File: config.mk
export PLATFORM = sky130hd
export DESIGN_NAME = mem_access_unit_flat
export DESIGN_NICKNAME = d
export VERILOG_FILES = /design/src/rtl/mem_access_if.sv /design/src/rtl/mem_access_unit.sv /design/src/flat_wrapper.sv
export SDC_FILE = /design/constraint.sdc
export NUM_CORES = 1
export LEC_CHECK = 0
export CORE_ASPECT_RATIO = 1.4
export CORE_MARGIN = 2
export CORE_UTILIZATION = 47
export CTS_CLUSTER_DIAMETER = 60
export DETAILED_ROUTE_END_ITERATION = 8
export PLACE_DENSITY_LB_ADDON = 0.3
export SLEW_MARGIN = 20
export SYNTH_ARGS = -nofsm -noshare
export SYNTH_HDL_FRONTEND = slang
export SYNTH_SLANG_ARGS = --single-unit
File: constraint.sdc
create_clock -name clk -period 4.9 [get_ports clk]
set_input_delay 0.98 -clock clk [delete_from_list [all_inputs] [get_ports clk]]
set_output_delay 0.98 -clock clk [all_outputs]
set_load 0.005 [all_outputs]
File: src/rtl/mem_access_if.sv
// Request/response handshake bundle between the execute stage, the load/store unit
// and the write-back stage.
interface mem_access_if;
  logic        req_valid;
  logic        req_ready;
  logic        req_wr;
  logic [1:0]  req_size;
  logic        req_signed;
  logic [31:0] req_addr;
  logic [31:0] req_wdata;
  logic [4:0]  req_rd;
  logic        rsp_valid;
  logic        rsp_ready;
  logic [31:0] rsp_data;
  logic [4:0]  rsp_rd;
  logic        rsp_err;

  modport slave (
    input  req_valid, req_wr, req_size, req_signed, req_addr, req_wdata, req_rd, rsp_ready,
    output req_ready, rsp_valid, rsp_data, rsp_rd, rsp_err
  );

  modport master (
    output req_valid, req_wr, req_size, req_signed, req_addr, req_wdata, req_rd, rsp_ready,
    input  req_ready, rsp_valid, rsp_data, rsp_rd, rsp_err
  );
endinterface

File: src/rtl/mem_access_unit.sv
// Load/store unit for the big-endian byte-addressed data memory.
// Define MEM_ACCESS_ALIGN_CHECK_EN to reject misaligned half/word accesses.
//
// state   | meaning
// IDLE    | ready for a request; errors go straight to RESP
// ACCESS  | memory enabled for one cycle with the latched request
// CAPTURE | load word arrives; extract and extend it
// RESP    | response held until write-back accepts it
module mem_access_unit #(
  parameter int unsigned MEM_BYTES = 8096
) (
  input  logic         clk,
  input  logic         rst_n,
  mem_access_if.slave  bus,
  output logic         mem_en_o,
  output logic [31:0]  mem_addr_o,
  output logic         mem_wr_o,
  output logic [1:0]   mem_wscope_o,
  output logic [31:0]  mem_wdata_o,
  input  logic [31:0]  mem_rdata_i
);

  typedef enum logic [1:0] {
    IDLE    = 2'd0,
    ACCESS  = 2'd1,
    CAPTURE = 2'd2,
    RESP    = 2'd3
  } state_t;

  state_t      state_q, state_d;
  logic        wr_q, wr_d;
  logic [1:0]  size_q, size_d;
  logic        sgn_q, sgn_d;
  logic [31:0] addr_q, addr_d;
  logic [31:0] wdata_q, wdata_d;
  logic [4:0]  rd_q, rd_d;
  logic        err_q, err_d;
  logic [31:0] data_q, data_d;

  logic [2:0]  req_nbytes;
  logic [32:0] req_end;
  logic        req_misalign;
  logic        req_err;
  logic [15:0] half_sel;
  logic [7:0]  byte_sel;
  logic [31:0] load_val;

  always_ff @(posedge clk or negedge rst_n) begin
    if (!rst_n) begin
      state_q <= IDLE;
      wr_q    <= 1'b0;
      size_q  <= 2'b00;
      sgn_q   <= 1'b0;
      addr_q  <= '0;
      wdata_q <= '0;
      rd_q    <= '0;
      err_q   <= 1'b0;
      data_q  <= '0;
    end else begin
      state_q <= state_d;
      wr_q    <= wr_d;
      size_q  <= size_d;
      sgn_q   <= sgn_d;
      addr_q  <= addr_d;
      wdata_q <= wdata_d;
      rd_q    <= rd_d;
      err_q   <= err_d;
      data_q  <= data_d;
    end
  end

  // Range check in 33 bits so addresses near 2^32 cannot wrap into range.
  always_comb begin
    req_nbytes = 3'd1;
    if (bus.req_size == 2'b11) begin
      req_nbytes = 3'd4;
    end else if (bus.req_size == 2'b01) begin
      req_nbytes = 3'd2;
    end
    req_end      = {1'b0, bus.req_addr} + {30'd0, req_nbytes};
    req_misalign = 1'b0;
`ifdef MEM_ACCESS_ALIGN_CHECK_EN
    req_misalign = ((bus.req_size == 2'b11) && (bus.req_addr[1:0] != 2'b00)) ||
                   ((bus.req_size == 2'b01) && bus.req_addr[0]);
`else
    req_misalign = 1'b0;
`endif
    req_err = (bus.req_size == 2'b10) || (req_end > 33'(MEM_BYTES)) || req_misalign;
  end

  // Lane selection uses only the address bits the memory honours for the size.
  always_comb begin
    half_sel = addr_q[1] ? mem_rdata_i[15:0] : mem_rdata_i[31:16];
    case (addr_q[1:0])
      2'd0:    byte_sel = mem_rdata_i[31:24];
      2'd1:    byte_sel = mem_rdata_i[23:16];
      2'd2:    byte_sel = mem_rdata_i[15:8];
      default: byte_sel = mem_rdata_i[7:0];
    endcase
    case (size_q)
      2'b11:   load_val = mem_rdata_i;
      2'b01:   load_val = sgn_q ? {{16{half_sel[15]}}, half_sel} : {16'd0, half_sel};
      default: load_val = sgn_q ? {{24{byte_sel[7]}}, byte_sel} : {24'd0, byte_sel};
    endcase
  end

  always_comb begin
    state_d = state_q;
    wr_d    = wr_q;
    size_d  = size_q;
    sgn_d   = sgn_q;
    addr_d  = addr_q;
    wdata_d = wdata_q;
    rd_d    = rd_q;
    err_d   = err_q;
    data_d  = data_q;
    case (state_q)
      IDLE: begin
        if (bus.req_valid) begin
          wr_d    = bus.req_wr;
          size_d  = bus.req_size;
          sgn_d   = bus.req_signed;
          addr_d  = bus.req_addr;
          wdata_d = bus.req_wdata;
          rd_d    = bus.req_rd;
          data_d  = '0;
          err_d   = req_err;
          state_d = req_err ? RESP : ACCESS;
        end
      end
      ACCESS: begin
        state_d = wr_q ? RESP : CAPTURE;
      end
      CAPTURE: begin
        data_d  = load_val;
        state_d = RESP;
      end
      RESP: begin
        if (bus.rsp_ready) begin
          state_d = IDLE;
        end
      end
      default: state_d = IDLE;
    endcase
  end

  assign bus.req_ready = (state_q == IDLE);
  assign bus.rsp_valid = (state_q == RESP);
  assign bus.rsp_data  = data_q;
  assign bus.rsp_rd    = rd_q;
  assign bus.rsp_err   = err_q;

  assign mem_en_o     = (state_q == ACCESS);
  assign mem_addr_o   = addr_q;
  assign mem_wr_o     = wr_q;
  assign mem_wscope_o = size_q;
  assign mem_wdata_o  = wdata_q;

endmodule

File: src/flat_wrapper.sv
// flat-port wrapper written by rule: the top's interface ports become plain ports
module mem_access_unit_flat 
#(
  parameter int unsigned MEM_BYTES = 8096
)
  (clk, rst_n, mem_en_o, mem_addr_o, mem_wr_o, mem_wscope_o, mem_wdata_o, mem_rdata_i, bus_req_valid, bus_req_wr, bus_req_size, bus_req_signed, bus_req_addr, bus_req_wdata, bus_req_rd, bus_rsp_ready, bus_req_ready, bus_rsp_valid, bus_rsp_data, bus_rsp_rd, bus_rsp_err);
  mem_access_if bus_i ();
  input  logic clk;
  input  logic rst_n;
  output logic mem_en_o;
  output logic [31:0] mem_addr_o;
  output logic mem_wr_o;
  output logic [1:0] mem_wscope_o;
  output logic [31:0] mem_wdata_o;
  input  logic [31:0] mem_rdata_i;
  input wire logic [$bits(bus_i.req_valid)-1:0] bus_req_valid;
  input wire logic [$bits(bus_i.req_wr)-1:0] bus_req_wr;
  input wire logic [$bits(bus_i.req_size)-1:0] bus_req_size;
  input wire logic [$bits(bus_i.req_signed)-1:0] bus_req_signed;
  input wire logic [$bits(bus_i.req_addr)-1:0] bus_req_addr;
  input wire logic [$bits(bus_i.req_wdata)-1:0] bus_req_wdata;
  input wire logic [$bits(bus_i.req_rd)-1:0] bus_req_rd;
  input wire logic [$bits(bus_i.rsp_ready)-1:0] bus_rsp_ready;
  output wire logic [$bits(bus_i.req_ready)-1:0] bus_req_ready;
  output wire logic [$bits(bus_i.rsp_valid)-1:0] bus_rsp_valid;
  output wire logic [$bits(bus_i.rsp_data)-1:0] bus_rsp_data;
  output wire logic [$bits(bus_i.rsp_rd)-1:0] bus_rsp_rd;
  output wire logic [$bits(bus_i.rsp_err)-1:0] bus_rsp_err;
  assign bus_i.req_valid = bus_req_valid;
  assign bus_i.req_wr = bus_req_wr;
  assign bus_i.req_size = bus_req_size;
  assign bus_i.req_signed = bus_req_signed;
  assign bus_i.req_addr = bus_req_addr;
  assign bus_i.req_wdata = bus_req_wdata;
  assign bus_i.req_rd = bus_req_rd;
  assign bus_i.rsp_ready = bus_rsp_ready;
  assign bus_req_ready = bus_i.req_ready;
  assign bus_rsp_valid = bus_i.rsp_valid;
  assign bus_rsp_data = bus_i.rsp_data;
  assign bus_rsp_rd = bus_i.rsp_rd;
  assign bus_rsp_err = bus_i.rsp_err;
  mem_access_unit #(.MEM_BYTES(MEM_BYTES)) u_core (.clk(clk), .rst_n(rst_n), .bus(bus_i), .mem_en_o(mem_en_o), .mem_addr_o(mem_addr_o), .mem_wr_o(mem_wr_o), .mem_wscope_o(mem_wscope_o), .mem_wdata_o(mem_wdata_o), .mem_rdata_i(mem_rdata_i));
endmodule
; ---- Yosys cells after proc, flatten, opt, wreduce, memory -nomap -nowiden
; Index checks and enable logic that the tools add are counted.
[word_totals]
register_bits = 108
input_bits = 109
out_inout_bits = 108
elab_cells = 44
[classes]
n_addsub = 1
magnitude_cmp = 1
eq_ne = 12
mux = 14
n_reduce_logical = 7
[ops]
columns = op, count
row1 = $pmux 32 s2, 2
row2 = $mux 32, 3
row3 = $add 32x3->33, 1
row4 = $gt 33x13->1 const B, 1
row5 = $pmux 8 s3, 1
row6 = $mux 16, 1
row7 = $eq 2x2->1 const B, 6
row8 = $eq 2x1->1 const B, 4
row9 = $mux 2, 4
row10 = $pmux 2 s4, 1
row11 = $reduce_and 2->1, 3
row12 = $logic_not 2->1, 2
row13 = $ne 2x2->1 const B, 2
row14 = $mux 3, 1
row15 = $reduce_bool 2->1, 1
row16 = $logic_or 1x1->1, 1
row17 = $mux 1, 1

; ---- Longest topological paths before layout
[logic_depth]
word_depth = 9
depth_mapped = 10

; ---- Worst setup path after synthesis
; No wires, ideal clock.
[synth_path]
path_type = input -> register
startpoint = input bus_req_size[0]
endpoint = register u_core.err_q, in the netlist u_core.bus.rsp_err
setup_time_ps = 133
t_arrival_ps = 3045
required_time_ps = 4767
path_slack_ps = 1722
cell_stages = 9
cell_sequence = inv_1 -> ha_1 -> fa_1 -> or4b_1 -> a211o_1 -> a32oi_1 -> nor4_1 -> nor4_2 -> a21oi_1
[synth_between]
elab_chain_len = 6
[synth_rtl]
columns = element, line_no
row1 = "start, declared", flat_wrapper.sv:18  ; input wire logic [$bits(bus_i.req_size)-1:0] bus_req_size;
row2 = $eq 2x1->1, mem_access_unit.sv:77  ; end else if (bus.req_size == 2'b01) begin
row3 = $mux 2, mem_access_unit.sv:77
row4 = $mux 3, mem_access_unit.sv:75  ; if (bus.req_size == 2'b11) begin
row5 = $add 32x3->33, mem_access_unit.sv:80  ; req_end = {1'b0, bus.req_addr} + {30'd0, req_nbytes};
row6 = $gt 33x13->1, mem_access_unit.sv:88  ; req_err = (bus.req_size == 2'b10) || (req_end > 33'(MEM_BYTES)) || req_misalign;
row7 = $logic_or 1x1->1 (*), mem_access_unit.sv:88
row8 = "end signal, assigned", mem_access_unit.sv:67  ; err_q <= err_d;
row9 = "end, declared", mem_access_unit.sv:37  ; logic err_q, err_d;
; Mark *: on every way between the ends. The rest lies on a longest branch, timed or not.
; A chain may end at the register's enable or synchronous reset.

; ---- Worst setup path in the final report
; Same ends and word-level chain as after synthesis.

==> results.md <==
* CP max stage cell: or4b_1
* GRT Total Usage at 0.2502
* Worst Hold Class: reg -> reg
* Site Rows at 46
* Crit. End Element: flop
* Yosys cell types at 59
* Detailed Routing Iterations Pass 1 at 4
* Status: completed
* Yosys reg bits at 108
* Die area at 12,360 um2
* Final clock skew at 7.416 ps
* Root Buffer: clkbuf_16
* Net count after synthesis at 613
* Slew @ Worst Pin at 968.1 ps
* Multi-input logic area at 2586 um2
* EDFF count, synth at 0
* Placed cell count at 835
* Relative slew margins at 0.3546
* Worst EP arrival at 3770 ps
* Vias in the first global route at 4,877
* CP Launch Type: primary input
* Post-Layout Cell Count at 852
* Max Clk Rate at 281.6 MHz
* Total clock buffers created by CTS at 9
* Critical path required time at 5120 ps
* WL final at 15,850 um
* Clock sink count at 108
* # diodes at 0
* Reg2Reg Launch Point: u_core.state_q[0]
* Postcts setup bufs at 0
* Synth Cell Area at 5395 um2
* Unrepaired setup endpoints after global routing: false
* Largest net degree at the start of global routing at 78
* Cts hold-fix bufs at 0
* CTS tree: built
* Placed wire-length estimate at 11,910 um
* Gpl congestion at 0.8705
* Placeable Area at 11,280 um2
* Hold path depth at 1
* Final TNS setup at 0 ps
* FF/Latch Area at 2703 um2
* Final routed DRC violation total at 0
* IO Pins at 217
* Fin. Hold Viols at 0
* HP Start: u_core.bus.rsp_data[10]
* Worst setup path class: in -> reg
* Hold Path End: u_core.bus.rsp_data[10]
* Via count at 4,869
* Tmin final at 3551 ps
* Synth warn at 0
* Syn_area_per_cell at 10.88 um2
* Antenna violations before repair at 0
* VDD IR max at 0.0003157 V
* Post-CTS Resized at 0
* Max FO, Critical Path at 5
* Routed len/inst at 18.60 um
* Proportion of layout cells with a drive suffix above 1 at 0.1554
* LEAKAGE at 3.386 nW
* Nets at 820
* FILL cells at 869
* Post-synthesis sequential area ratio at 0.5009
* H-tree levels at 3
* DR vias/cell at 5.715
* Post-synth ARST share at 1.000
* Critical register-to-register path endpoint: u_core.bus.rsp_data[12]
* Total grt overflow at 0
* Starting density of the core at 0.4783
* CP cell instances: clkdlybuf4s50_1 > inv_1 > ha_1 > fa_1 > or4b_1 > a211o_1 > a32oi_1 > nor4_1 > nor4_2 > a21oi_1
* R2R cell count at 9
* Final clock period utilization by the worst path at 0.7247
* Die Y at 130.8 um
* PD cells at 548.9 nW/um2
* Synth-to-layout area growth at 48.08%
* Post-route ant nets at 0
* Final setup violation count at 0
* First-pass GRT wire length at 24,090 um
* Iteration-0 DRC Markers at 221
* Register-to-register setup slack at 2290 ps
* Worst-path clk slew at 80 ps
* Max Transition Viols Final at 0
* Cells after synthesis at 496
* Max-cap violations at 0
* Clock buffer depth at 2
* Clk_lat worst skew at 350 ps
* Width of the chip at 94.55 um
* Max incr delay on CP at 550 ps
* Synth Flop Type: dfrtp_1
* Port Buf Inserts at 216
==> synthesized netlist by cell type (all sizes together) (7+ instances only) <==
library cell | n | share of area
nor3 | 7 | 0.010
mux2 | 71 | 0.15
clkbuf | 17 | 0.012
a31oi | 11 | 0.013
nand4 | 12 | 0.016
ha | 7 | 0.016
a21o | 10 | 0.014
nor2 | 20 | 0.014
buf | 7 | 0.0058
nor4 | 7 | 0.0093
a221oi | 7 | 0.011
nand2 | 67 | 0.047
o21ai | 31 | 0.029
dfrtp | 108 | 0.50
mux2i | 13 | 0.024
inv | 7 | 0.0049
a21oi | 23 | 0.021
nand3 | 7 | 0.0065
==> report_power, final <==
part	leakage, nW	switching, mW	internal (mW)
logic	1.93	0.808	1.27
registers	1.32	0.285	1.31
clock network	0.138	0.344	0.366
==> cells in the final DEF (no fill, tap or decap), types with 2 or more instances in the layout <==
| master | netlist | layout |
|---|---|---|
| nand2_1 | 67 | 66 |
| and2_1 | 4 | 4 |
| a21oi_1 | 23 | 23 |
| a221oi_1 | 7 | 7 |
| nor3_1 | 4 | 4 |
| inv_1 | 6 | 6 |
| ha_1 | 7 | 7 |
| nand3b_1 | 2 | 2 |
| nor4_1 | 6 | 6 |
| nor3_2 | 2 | 2 |
| nor2_1 | 20 | 20 |
| a31oi_1 | 11 | 11 |
| o2111ai_1 | 3 | 3 |
| o21ai_0 | 30 | 30 |
| or2_2 | 3 | 3 |
| xnor2_1 | 3 | 3 |
| nand4_1 | 10 | 10 |
| and4_1 | 3 | 3 |
| nor3b_1 | 3 | 3 |
| a211oi_1 | 3 | 3 |
| dfrtp_1 | 108 | 108 |
| mux2i_1 | 13 | 12 |
| nand2b_1 | 5 | 5 |
| clkdlybuf4s50_1 | 0 | 215 |
| o21bai_1 | 2 | 2 |
| and3_1 | 6 | 6 |
| nand4_2 | 2 | 2 |
| a21o_1 | 10 | 10 |
| a211o_1 | 3 | 3 |
| xor2_1 | 4 | 4 |
| mux2_2 | 71 | 71 |
| nand3_1 | 7 | 7 |
| buf_4 | 1 | 4 |
| clkbuf_16 | 0 | 9 |
| inv_6 | 0 | 2 |
==> worst max-delay path: cells and delay by family <==
family,cells,cell delay [ps]
AO/OA/AOI/OAI,3,560
AND/OR/NAND/NOR,3,950
adder cells (fa/ha/maj),2,710
buffers and inverters,2,560
==> per-stage QoR <==
| stage | total power, mW | utilization | setup slack, ps | hold WS (ps) | cell area, um2 |
|---|---|---|---|---|---|
| 2_1_floorplan | 2.480 | - | 1722 | 473.3 | 5395 |
| 3_3_place_gp | 3.606 | 0.6802 | 1070 | 460.8 | 7674 |
| 3_5_place_dp | 3.703 | 0.6802 | 979.2 | 470.2 | 7674 |
| 4_1_cts | 4.419 | 0.7054 | 1358 | 487.1 | 7958 |
| 5_1_grt | 4.658 | 0.7082 | 1178 | 501.7 | 7989 |
| 6_report | 4.385 | 0.7082 | 1349 | 481.6 | 7989 |
==> cells by family after synthesis <==
kind of cell / Yosys count / share of synthesized area
xor gates and xnor gates: 7 / 0.01136
and+or+nand+nor: 154 / 0.1491
adders and majority gates: 8 / 0.01994
buffers and inverters: 31 / 0.02249
DFF: 108 / 0.5009
AOI/OAI and AO/OA: 104 / 0.1238
muxes: 84 / 0.1723
==> state kept, by name (all words and copies together) (netlist names) <==
name / cells
u_core.bus.rsp_data: 32
u_core.bus.rsp_err: 1
u_core.bus.rsp_rd: 5
u_core.mem_addr_o: 32
u_core.mem_wdata_o: 32
u_core.mem_wr_o: 1
u_core.mem_wscope_o: 2
u_core.sgn_q: 1
u_core.state_q: 2
==> metal layers <==
layer | up-vias | track usage | wire length, um
met2 | 219 | 0.4622 | 8609
met3 | 37 | 0.04530 | 1138
li1 | 2221 | - | -
met1 | 2392 | 0.2804 | 5606
met5 | - | 0 | 0
met4 | 0 | 0.1074 | 496
==> area by class of cell <==
| cell class | count | share of cell area |
|---|---|---|
| multi-input combinational | 357 | 0.3237 |
| timing repair buffer | 220 | 0.2766 |
| sequential | 108 | 0.3383 |
| clock inverter | 5 | 0.005168 |
| clock buffer | 11 | 0.03038 |
| tap | 144 | 0.02255 |
| inverter | 7 | 0.003289 |
==> how the worst max path moves through the flow <==
stage                     cells past startpoint            endpoint       startpoint  slack (ps)
after floorplan                               9  u_core.bus.rsp_err  bus_req_size[0]        1720
after global placement                       10   u_core.state_q[1]  bus_req_size[0]        1070
after detailed placement                     10  u_core.bus.rsp_err  bus_req_size[0]         980
after CTS                                    10  u_core.bus.rsp_err  bus_req_size[0]        1360
after global routing                         10   u_core.state_q[1]  bus_req_size[0]        1180
final                                        10  u_core.bus.rsp_err  bus_req_size[0]        1350
(Power assumes the default switching activity.)
